$ cat src/rtl/if_fetch.sv
// Instruction-fetch stage: owns the PC, runs the imem request/ack handshake and
// hands PC/instruction pairs to IF/ID, absorbing wait states, branches and flushes.
package if_fetch_pkg;
  typedef logic reset_status_t;
  localparam reset_status_t RST_ENABLE  = 1'b1;
  localparam reset_status_t RST_DISABLE = 1'b0;
endpackage

module if_fetch
  import if_fetch_pkg::*;
#(
  parameter logic [31:0] RESET_PC = 32'h0000_0000,
  parameter int unsigned PC_STEP  = 4
) (
  input  logic          clk,
  input  reset_status_t rst,
  input  logic [5:0]    stall,
  input  logic          flush,
  input  logic [31:0]   new_pc,
  input  logic          branch_flag_i,
  input  logic [31:0]   branch_target_i,
  output logic          imem_req,
  output logic [31:0]   imem_addr,
  input  logic          imem_ack,
  input  logic [31:0]   imem_rdata,
  output logic [31:0]   if_pc_o,
  output logic [31:0]   if_inst_o,
  output logic          stallreq_if
);

  localparam logic [1:0] ST_RST = 2'd0;
  localparam logic [1:0] ST_REQ = 2'd1;
  localparam logic [1:0] ST_BUF = 2'd2;

  logic [1:0]  state_q, state_d;
  logic [31:0] pc_q, pc_d;
  logic        pend_br_q, pend_br_d;
  logic [31:0] br_pc_q, br_pc_d;
  logic        pend_fl_q, pend_fl_d;
  logic [31:0] fl_pc_q, fl_pc_d;
  logic [31:0] inst_buf_q, inst_buf_d;

  logic        br_q;
  logic        discard;
  logic [31:0] pc_next;

  logic unused_stall;
  assign unused_stall = ^{stall[5:3], stall[1]};

  assign br_q    = branch_flag_i & ~stall[2];
  assign discard = pend_fl_q | flush;
  // A branch seen now wins over one remembered from earlier; either way the
  // instruction delivered alongside it is the delay slot and is kept.
  assign pc_next = br_q      ? branch_target_i :
                   pend_br_q ? br_pc_q         :
                               pc_q + 32'(PC_STEP);

  always_comb begin
    // NOTE: every signal gets a default first so no path infers a latch.
    state_d    = state_q;
    pc_d       = pc_q;
    pend_br_d  = pend_br_q;
    br_pc_d    = br_pc_q;
    pend_fl_d  = pend_fl_q;
    fl_pc_d    = fl_pc_q;
    inst_buf_d = inst_buf_q;

    case (state_q)
      ST_REQ: begin
        if (!imem_ack) begin
          // The address must not change until ack, so redirects are only recorded.
          if (flush) begin
            pend_fl_d = 1'b1;
            fl_pc_d   = new_pc;
            pend_br_d = 1'b0;
          end else if (pend_fl_q) begin
            pend_br_d = 1'b0;
          end else if (br_q) begin
            pend_br_d = 1'b1;
            br_pc_d   = branch_target_i;
          end
        end else if (discard) begin
          pc_d      = flush ? new_pc : fl_pc_q;
          pend_fl_d = 1'b0;
          pend_br_d = 1'b0;
        end else if (!stall[0]) begin
          pc_d      = pc_next;
          pend_br_d = 1'b0;
        end else begin
          inst_buf_d = imem_rdata;
          state_d    = ST_BUF;
          if (br_q) begin
            pend_br_d = 1'b1;
            br_pc_d   = branch_target_i;
          end
        end
      end

      ST_BUF: begin
        if (flush) begin
          pc_d      = new_pc;
          pend_br_d = 1'b0;
          state_d   = ST_REQ;
        end else if (!stall[0]) begin
          pc_d      = pc_next;
          pend_br_d = 1'b0;
          state_d   = ST_REQ;
        end else if (br_q) begin
          pend_br_d = 1'b1;
          br_pc_d   = branch_target_i;
        end
      end

      default: begin
        state_d   = ST_REQ;
        pc_d      = RESET_PC;
        pend_br_d = 1'b0;
        pend_fl_d = 1'b0;
      end
    endcase
  end

  always_comb begin
    imem_req    = 1'b0;
    imem_addr   = 32'h0;
    if_pc_o     = 32'h0;
    if_inst_o   = 32'h0;
    stallreq_if = 1'b0;
    case (state_q)
      ST_REQ: begin
        imem_req    = 1'b1;
        imem_addr   = pc_q;
        if_pc_o     = pc_q;
        if_inst_o   = (imem_ack && !discard) ? imem_rdata : 32'h0;
        stallreq_if = !(imem_ack && !discard);
      end
      ST_BUF: begin
        imem_addr = pc_q;
        if_pc_o   = pc_q;
        if_inst_o = inst_buf_q;
      end
      default: ;
    endcase
  end

  always_ff @(posedge clk) begin
    // NOTE: sequential state uses non-blocking assignments only, so every flop
    // samples pre-edge values regardless of block ordering.
    if (rst == RST_ENABLE) begin
      state_q    <= ST_RST;
      pc_q       <= RESET_PC;
      pend_br_q  <= 1'b0;
      br_pc_q    <= 32'h0;
      pend_fl_q  <= 1'b0;
      fl_pc_q    <= 32'h0;
      inst_buf_q <= 32'h0;
    end else begin
      state_q    <= state_d;
      pc_q       <= pc_d;
      pend_br_q  <= pend_br_d;
      br_pc_q    <= br_pc_d;
      pend_fl_q  <= pend_fl_d;
      fl_pc_q    <= fl_pc_d;
      inst_buf_q <= inst_buf_d;
    end
  end

endmodule
$ cat config.mk
export PLATFORM = sky130hd
export DESIGN_NAME = if_fetch
export DESIGN_NICKNAME = d
export VERILOG_FILES = /design/src/rtl/if_fetch.sv
export SDC_FILE = /design/constraint.sdc
export NUM_CORES = 1
export LEC_CHECK = 0
export ABC_AREA = 1
export CAP_MARGIN = 15
export CELL_PAD_IN_SITES_DETAIL_PLACEMENT = 0
export CELL_PAD_IN_SITES_GLOBAL_PLACEMENT = 1
export CORE_ASPECT_RATIO = 0.8
export CORE_MARGIN = 5
export CORE_UTILIZATION = 35
export DETAILED_ROUTE_END_ITERATION = 8
export GPL_TIMING_DRIVEN = 0
export HOLD_SLACK_MARGIN = 0.03
export PLACE_DENSITY_LB_ADDON = 0.1
export RECOVER_POWER = 100
export SYNTH_ARGS = -nofsm -noshare
export SYNTH_HDL_FRONTEND = slang
export SYNTH_SLANG_ARGS = --single-unit
$ cat constraint.sdc
create_clock -name clk -period 2 [get_ports clk]
set_input_delay 0.3 -clock clk [delete_from_list [all_inputs] [get_ports clk]]
set_output_delay 0.3 -clock clk [all_outputs]
set_load 0.1 [all_outputs]
==> results of run 1 <==
## cells by family after synthesis
kind of cell             Yosys count  share of synthesized area (%)
buffers and inverters            241                           12.6
flip-flops                       132                           30.8
XOR/XNOR                           3                          0.306
AO/OA/AOI/OAI                    371                           24.3
AND/OR/NAND/NOR                  649                           31.5
adder cells (fa/ha/maj)            3                          0.438
## final cells by class
cell class	count	share of cell area, %
plain buffers	125	9.38
clock buffers	20	2.89
clock inverters	12	1.32
inverters	113	2.85
multi-input cells	1026	39.5
flip-flops and latches	132	17.3
well taps	318	2.57
repair buffers	265	24.2
## critical path, stage by stage (launching register included)
cell       delay [ps]
dfxtp_4           360
inv_2              60
ha_4              170
nand2_4            60
nor2_4            180
buf_12            170
clkbuf_16         170
nand2_4            50
a21oi_4           150
buf_12            190
## placed cells by master, fill, tap and decap left out, drive strengths merged
| cell type | count |
|---|---|
| o211ai | 10 |
| buf | 220 |
| o21ai | 142 |
| or2 | 20 |
| o221ai | 3 |
| ha | 3 |
| a211oi | 3 |
| a31oi | 2 |
| dfxtp | 132 |
| o22a | 21 |
| a22o | 1 |
| and2 | 1 |
| o21bai | 7 |
| nor3 | 2 |
| a32oi | 2 |
| nor2 | 142 |
| inv | 112 |
| o2111ai | 2 |
| clkinv | 5 |
| nand4 | 5 |
| clkinvlp | 3 |
| a22oi | 21 |
| o22ai | 5 |
| nand3 | 79 |
| bufinv | 5 |
| clkdlybuf4s50 | 101 |
| a21oi | 152 |
| xor2 | 3 |
| nand2 | 400 |
| clkbuf | 89 |
## flip-flops by register name (all words and copies together), names as in the netlist
register    flops
pc_q           32
state_q         2
pend_fl_q       1
fl_pc_q        32
br_pc_q        32
inst_buf_q     32
pend_br_q       1
## layer usage
metal | wire [um] | share of wire [%] | global-route usage [%]
met5 | 0 | 0 | 0
met4 | 1060 | 2.5 | 8.62
met3 | 3450 | 8.3 | 7.02
met2 | 18500 | 44 | 43.9
met1 | 18700 | 45 | 40.2
## metrics by stage
| step | utilization, % | cell area [sq um] |
|---|---|---|
| after CTS | 60.1 | 14600 |
| after floorplan | - | 10000 |
| after detailed placement | 51.1 | 12400 |
| after global routing | 63.8 | 15500 |
| final | 63.8 | 15500 |
| after global placement | 51.1 | 12400 |
## cell usage after synthesis (20+ instances only)
cell type    n
o22a_1      21
a21oi_1    149
a22oi_1     21
buf_2       20
buf_4       37
dfxtp_1    132
nand3_1     78
or2_2       20
clkbuf_1    59
nand2_1    395
inv_1      108
o21ai_0    138
nor2_1     124
## worst paths after layout
check        slack [ps]                           to  cells after the start                        start
max                -320                 if_inst_o[7]                      9      state_q[1]$_SDFFE_PP0P_
max reg2reg         -30     br_pc_q[19]$_SDFFE_PP0P_                     13      state_q[1]$_SDFFE_PP0P_
min reg2reg         460  inst_buf_q[24]$_SDFFE_PP0P_                      2  inst_buf_q[24]$_SDFFE_PP0P_
min                 430     br_pc_q[20]$_SDFFE_PP0P_                      3          branch_target_i[20]
## power breakdown
group	internal, mW	switching [mW]
Combinational	3.52	5.09
Sequential	3.04	0.290
Clock	2.25	1.31
## timing repair
action                                  4_1_cts  5_1_grt
hold buffers                                  0        0
resized for setup                           960      197
endpoints found under the setup margin      164      184
gates cloned                                  4        8
buffers inserted                             22       35
pin swaps                                    41       77
==> impl_metrics.csv, run 1 <==
group,metric,value,unit
run_status,status,"finished with violations",
logic_synthesis,avgSynthCellArea,6.13,sq um
route,via_per_inst,5.47,
finish,fillCellCount,2168,
route,drt_iter0_markers,971,
setup_path,startpoint_type,"flop",
die,die_y,150,um
cts,cts_num_sinks,132,
die,dieWidth,185,um
power_and_ir_drop,power_density,1000,nW/um^2
logic_synthesis,synth_edf_count,0,
route,via_count,11000,
timing,drv_slew,0,
cts,cts_tree,"built",
logic_synthesis,syn_nets,1509,
logic_synthesis,synthFlopType,"dfxtp_1",
logic_synthesis,synth_cell_types,38,
global_route,grt_max_degree,17,
finish,layout-drive-gt1-share,31.8,%
route,antenna_left,0,
route,firstDrtPassIters,5,
die,ios,205,
setup_path,worstPathArrival,2020,ps
worst_hold_path,min_path_type,"input port to flop",
die,core,24200,sq um
timing,worstMarginPinSlew,856,ps
timing,timing.final.ws_setup,-319,ps
timing,fmax,431,MHz
setup_path,end_kind,"output pin",
logic_synthesis,netlist.area_leader.share,30.8,%
route,wl_per_cell,20.8,um
cts,cts-htree-levels,4,
timing,relSlewSlack,43.0,%
logic_synthesis,ys_warn_count,0,
setup_path,critPathMaxFanout,5,
route,drc_errors,0,
logic_synthesis,yosys.area.top_type,"dfxtp_1",
route,postRouteWirelength,41800,um
finish,multi_input_area,6110,sq um
finish,syn_to_final_growth,80.5,%
timing,period_needed,2320,ps
finish,regArea,2670,sq um
placed_design,numPortBuffers,199,
setup_path,required,1700,ps
die,num_rows,51,
logic_synthesis,ys_ff_latch,132,
setup_path,crit_type,"flop to output pin",
timing,finalSetupTns,-20890,ps
power_and_ir_drop,total_leakage_power,5.97,nW
finish,antenna_cells,0,
cts,cts_buffers,17,
run,drv_cap,0,
global_route,antenna_found_initial,0,
finish,nets,1790,
cts,cts_root_buffer,"clkbuf_16",
cts,clk-insertion-delay-late,440,ps
run_status,violations,"setup timing",
cts,ctsLongestPathBuffers,2,
timing,finalCritPeriodShare,116,%
logic_synthesis,yosysSeqAreaShare,30.8,%
timing,skew,11.5,ps
die,start_util,35.4,%
die,die_area,27800,sq um
global_route,track_usage,28.8,%
finish,stdcell_count,2011,
timing,rsz0062_at_grt,"yes",
placed_design,hpwl,29500,um
timing,setup_viol,114,
logic_synthesis,syn_area,8580,sq um
global_route,grt-ovfl-total,0,
logic_synthesis,synth_area_leaders,"dfxtp_1, nand2_1, a21oi_1",
timing,hold_viol_final,0,
global_route,grt_pass1_wl,60800,um
cts,clk_pin_slew,70,ps
placed_design,dpl.cell_count,1916,
logic_synthesis,netlist_instances,1399,
placed_design,pre_cts_slack,-1290,ps
power_and_ir_drop,p_total,15.5,mW
timing,holdWs,432,ps
power_and_ir_drop,irDropWorstVdd,567,uV
global_route,first_global_vias,10300,
placed_design,finalWeightedCongestion,0.978,
logic_synthesis,async_reset_ff_share,0,%
Note: power is estimated with default switching activity, not from simulation.
==> run 2: changes to the inputs <==
--- a/config.mk
+++ b/config.mk
@@ -6,6 +6,7 @@
 export NUM_CORES = 1
 export LEC_CHECK = 0
 export ABC_AREA = 1
+export ABC_CLOCK_PERIOD_IN_PS = 2000
 export CAP_MARGIN = 15
 export CELL_PAD_IN_SITES_DETAIL_PLACEMENT = 0
 export CELL_PAD_IN_SITES_GLOBAL_PLACEMENT = 1
==> results of run 2 <==
The final DEF is identical to that of run 1; final timing and power are the same.
==> run 3: changes to the inputs <==
--- a/config.mk
+++ b/config.mk
@@ -7,13 +7,14 @@
 export LEC_CHECK = 0
 export ABC_AREA = 1
 export ABC_CLOCK_PERIOD_IN_PS = 2000
-export CAP_MARGIN = 15
+export CAP_MARGIN = 20
 export CELL_PAD_IN_SITES_DETAIL_PLACEMENT = 0
 export CELL_PAD_IN_SITES_GLOBAL_PLACEMENT = 1
 export CORE_ASPECT_RATIO = 0.8
 export CORE_MARGIN = 5
-export CORE_UTILIZATION = 35
+export CORE_UTILIZATION = 44
 export DETAILED_ROUTE_END_ITERATION = 8
+export DONT_BUFFER_PORTS = 1
 export GPL_TIMING_DRIVEN = 0
 export HOLD_SLACK_MARGIN = 0.03
 export PLACE_DENSITY_LB_ADDON = 0.1
==> run 3 against run 2 <==
Net effect: the run still ends with setup timing left; critical path depth decreased by 1; final area is 22% lower; via count decreased by 7.8%; utilization down 0.74 points; combinational power decreased by 19%; count of clock-buffer cells in the layout decreased by 1; maximum frequency is 15% lower; die area fell by 19%; routed wire length shrank 15%; sequential cell count unchanged; clock power increased by 5%; clock skew up 1.1 ps; critical path type unchanged.
==> impl_metrics.csv, run 3 (synthesis gave the netlist of run 1 again) <==
group,metric,value,unit
run_status,status,"finished with violations",
run_status,violations,"setup timing",
setup_path,r2r_setup_slack,-300,ps
worst_hold_path,min_path_type,"input port to flop",
global_route,grt_max_degree,17,
route,firstDrtPassIters,5,
die,start_util,44.9,%
placed_design,finalWeightedCongestion,0.929,
setup_path,timing.rr.start,"state_q[1]$_SDFFE_PP0P_",
power_and_ir_drop,clock_power_share,26.6,%
cts,cts_num_sinks,132,
setup_path,crit_type,"flop to output pin",
global_route,grt_pass1_wl,53400,um
placed_design,numPortBuffers,0,
global_route,antenna_found_initial,0,
finish,layout-drive-gt1-share,19.9,%
timing,drv_slew,0,
cts,ctsLongestPathBuffers,2,
setup_path,startpoint_type,"flop",
setup_path,r2r-end,"state_q[0]$_SDFFE_PP0P_",
setup_path,crit_top_cell,"nand2_4",
timing,relSlewSlack,48.5,%
timing,hold_viol_final,0,
setup_path,worstPathArrival,2440,ps
timing,period_needed,2740,ps
route,antenna_left,0,
timing,setup_viol,160,
placed_design,pre_cts_slack,-442,ps
die,num_rows,45,
setup_path,critPathMaxFanout,9,
cts,cts_tree,"built",
timing,worstMarginPinSlew,772,ps
die,dieWidth,166,um
route,wl_per_cell,20.0,um
placed_design,hpwl,26100,um
worst_hold_path,min_from,"branch_target_i[0]",
die,die_y,135,um
finish,stdcell_count,1768,
setup_path,cp_slowest_cell,"a21oi_4",
die,core,19100,sq um
route,drc_errors,0,
worst_hold_path,hold_depth,2,
setup_path,crit_buf_inv,3,
power_and_ir_drop,sequentialPowerShare,23.6,%
timing,fmax,364,MHz
global_route,first_global_vias,9636,
finish,stdcell_area,12000,sq um
power_and_ir_drop,power.switching,6.16,mW
power_and_ir_drop,irDropWorstVdd,753,uV
placed_design,dpl-instance-area,10300,sq um
setup_path,slowest_delay,590,ps
route,postRouteWirelength,35400,um
timing,skew,12.6,ps
power_and_ir_drop,power_density,1160,nW/um^2
placed_design,dpl.cell_count,1657,
cts,clk-insertion-delay-late,430,ps
die,ios,205,
route,via_count,10100,
finish,fillCellCount,1735,
setup_path,required,1700,ps
timing,timing.final.ws_setup,-744,ps
cts,cts_buffers,17,
finish,final_cell_mix,"nand2_1, o21ai_0, dfxtp_1",
power_and_ir_drop,total_leakage_power,4.63,nW
power_and_ir_drop,switching_share,44.0,%
global_route,grt-ovfl-total,0,
global_route,track_usage,30.4,%
finish,final_common_cell,"nand2_1",
power_and_ir_drop,p_int,7.84,mW
run,drv_cap,0,
route,drt_iter0_markers,1149,
finish,syn_to_final_growth,40.4,%
die,die_area,22400,sq um
timing,rsz0062_at_grt,"yes",
setup_path,path_cells,"inv_4, ha_4, nand2_4, nor2_4, buf_12, clkbuf_16, nand2_4, a21oi_4",
cts,cts-htree-levels,4,
finish,nets,1606,
worst_hold_path,whs_endpoint,"br_pc_q[0]$_SDFFE_PP0P_",
timing,finalSetupTns,-67320,ps
cts,clk_pin_slew,60,ps
power_and_ir_drop,p_total,14.0,mW
cts,cts_root_buffer,"clkbuf_16",
power_and_ir_drop,p_comb_share,49.8,%
setup_path,reg2reg_depth,10,
timing,finalCritPeriodShare,137,%
setup_path,end_kind,"output pin",
setup_path,path_delay_family,"compound AO/OA/AOI/OAI gates",
route,via_per_inst,5.74,
[run 3: changes by cell type in the layout (fill, tap and decap cells not counted), sizes merged]
cell,before,now
clkinv,5,3
inv,112,117
dlygate4sd3,0,56
buf,220,86
clkinvlp,3,0
clkbuf,89,83
bufinv,5,6
clkdlybuf4s50,101,0
diode,0,1
[run 3: per-layer routing]
layer	GRT usage (%)	part of all wire (%)	wire, um	vias to the layer above
met3	6.56	9.2	3260	56
met2	46.7	44	15500	523
met5	0	0	0	-
met1	42.3	44	15700	4802
met4	10.6	2.6	919	0
li1	-	-	-	4759
[run 3: power by group through the flow]
stage,clock [mW],sequential (mW),combinational [mW]
6_report,3.73,3.30,6.98
3_3_place_gp,0,3.33,5.77
4_1_cts,3.75,3.28,6.80
3_5_place_dp,0,3.33,5.79
5_1_grt,3.86,3.33,7.37
2_1_floorplan,0,3.25,4.75
[run 3: timing repair]
action,4_1_cts,5_1_grt
hold buffers,55,1
pin swaps,53,13
setup endpoints to repair,193,216
gates cloned,6,1
endpoints found under the hold margin,55,1
gates resized for setup,46,21
setup buffers,13,3
[run 3: worst max path at each step]
stage	start	end	slack [ps]	depth (start not counted)
2_1_floorplan	state_q[1]$_SDFFE_PP0P_	if_inst_o[0]	-240	8
4_1_cts	state_q[1]$_SDFFE_PP0P_	if_inst_o[13]	-740	8
3_3_place_gp	state_q[0]$_SDFFE_PP0P_	if_inst_o[0]	-420	7
3_5_place_dp	state_q[1]$_SDFFE_PP0P_	br_pc_q[4]$_SDFFE_PP0P_	-440	11
6_report	state_q[1]$_SDFFE_PP0P_	if_inst_o[14]	-740	8
5_1_grt	state_q[1]$_SDFFE_PP0P_	if_inst_o[14]	-800	8
[run 3: layout make-up]
| type | count | area [sq um] | area share, % |
|---|---|---|---|
| Antenna cell | 1 | 2.50 | 0.0208 |
| Inverter | 113 | 427 | 3.54 |
| Sequential cell | 132 | 2650 | 22.0 |
| Multi-Input combinational cell | 1026 | 5750 | 47.8 |
| Tap cell | 258 | 323 | 2.68 |
| Buffer | 127 | 1340 | 11.1 |
| Timing Repair Buffer | 79 | 865 | 7.18 |
| Clock inverter | 13 | 244 | 2.03 |
| Clock buffer | 19 | 443 | 3.68 |
[run 3: per-stage QoR]
step | hold slack [ps] | utilization (%)
floorplan | 435 | -
global placement | 438 | 54.1
detailed placement | 444 | 54.1
CTS | 30.6 | 62.6
global route | 32.2 | 63.1
finish | 36.9 | 63.1
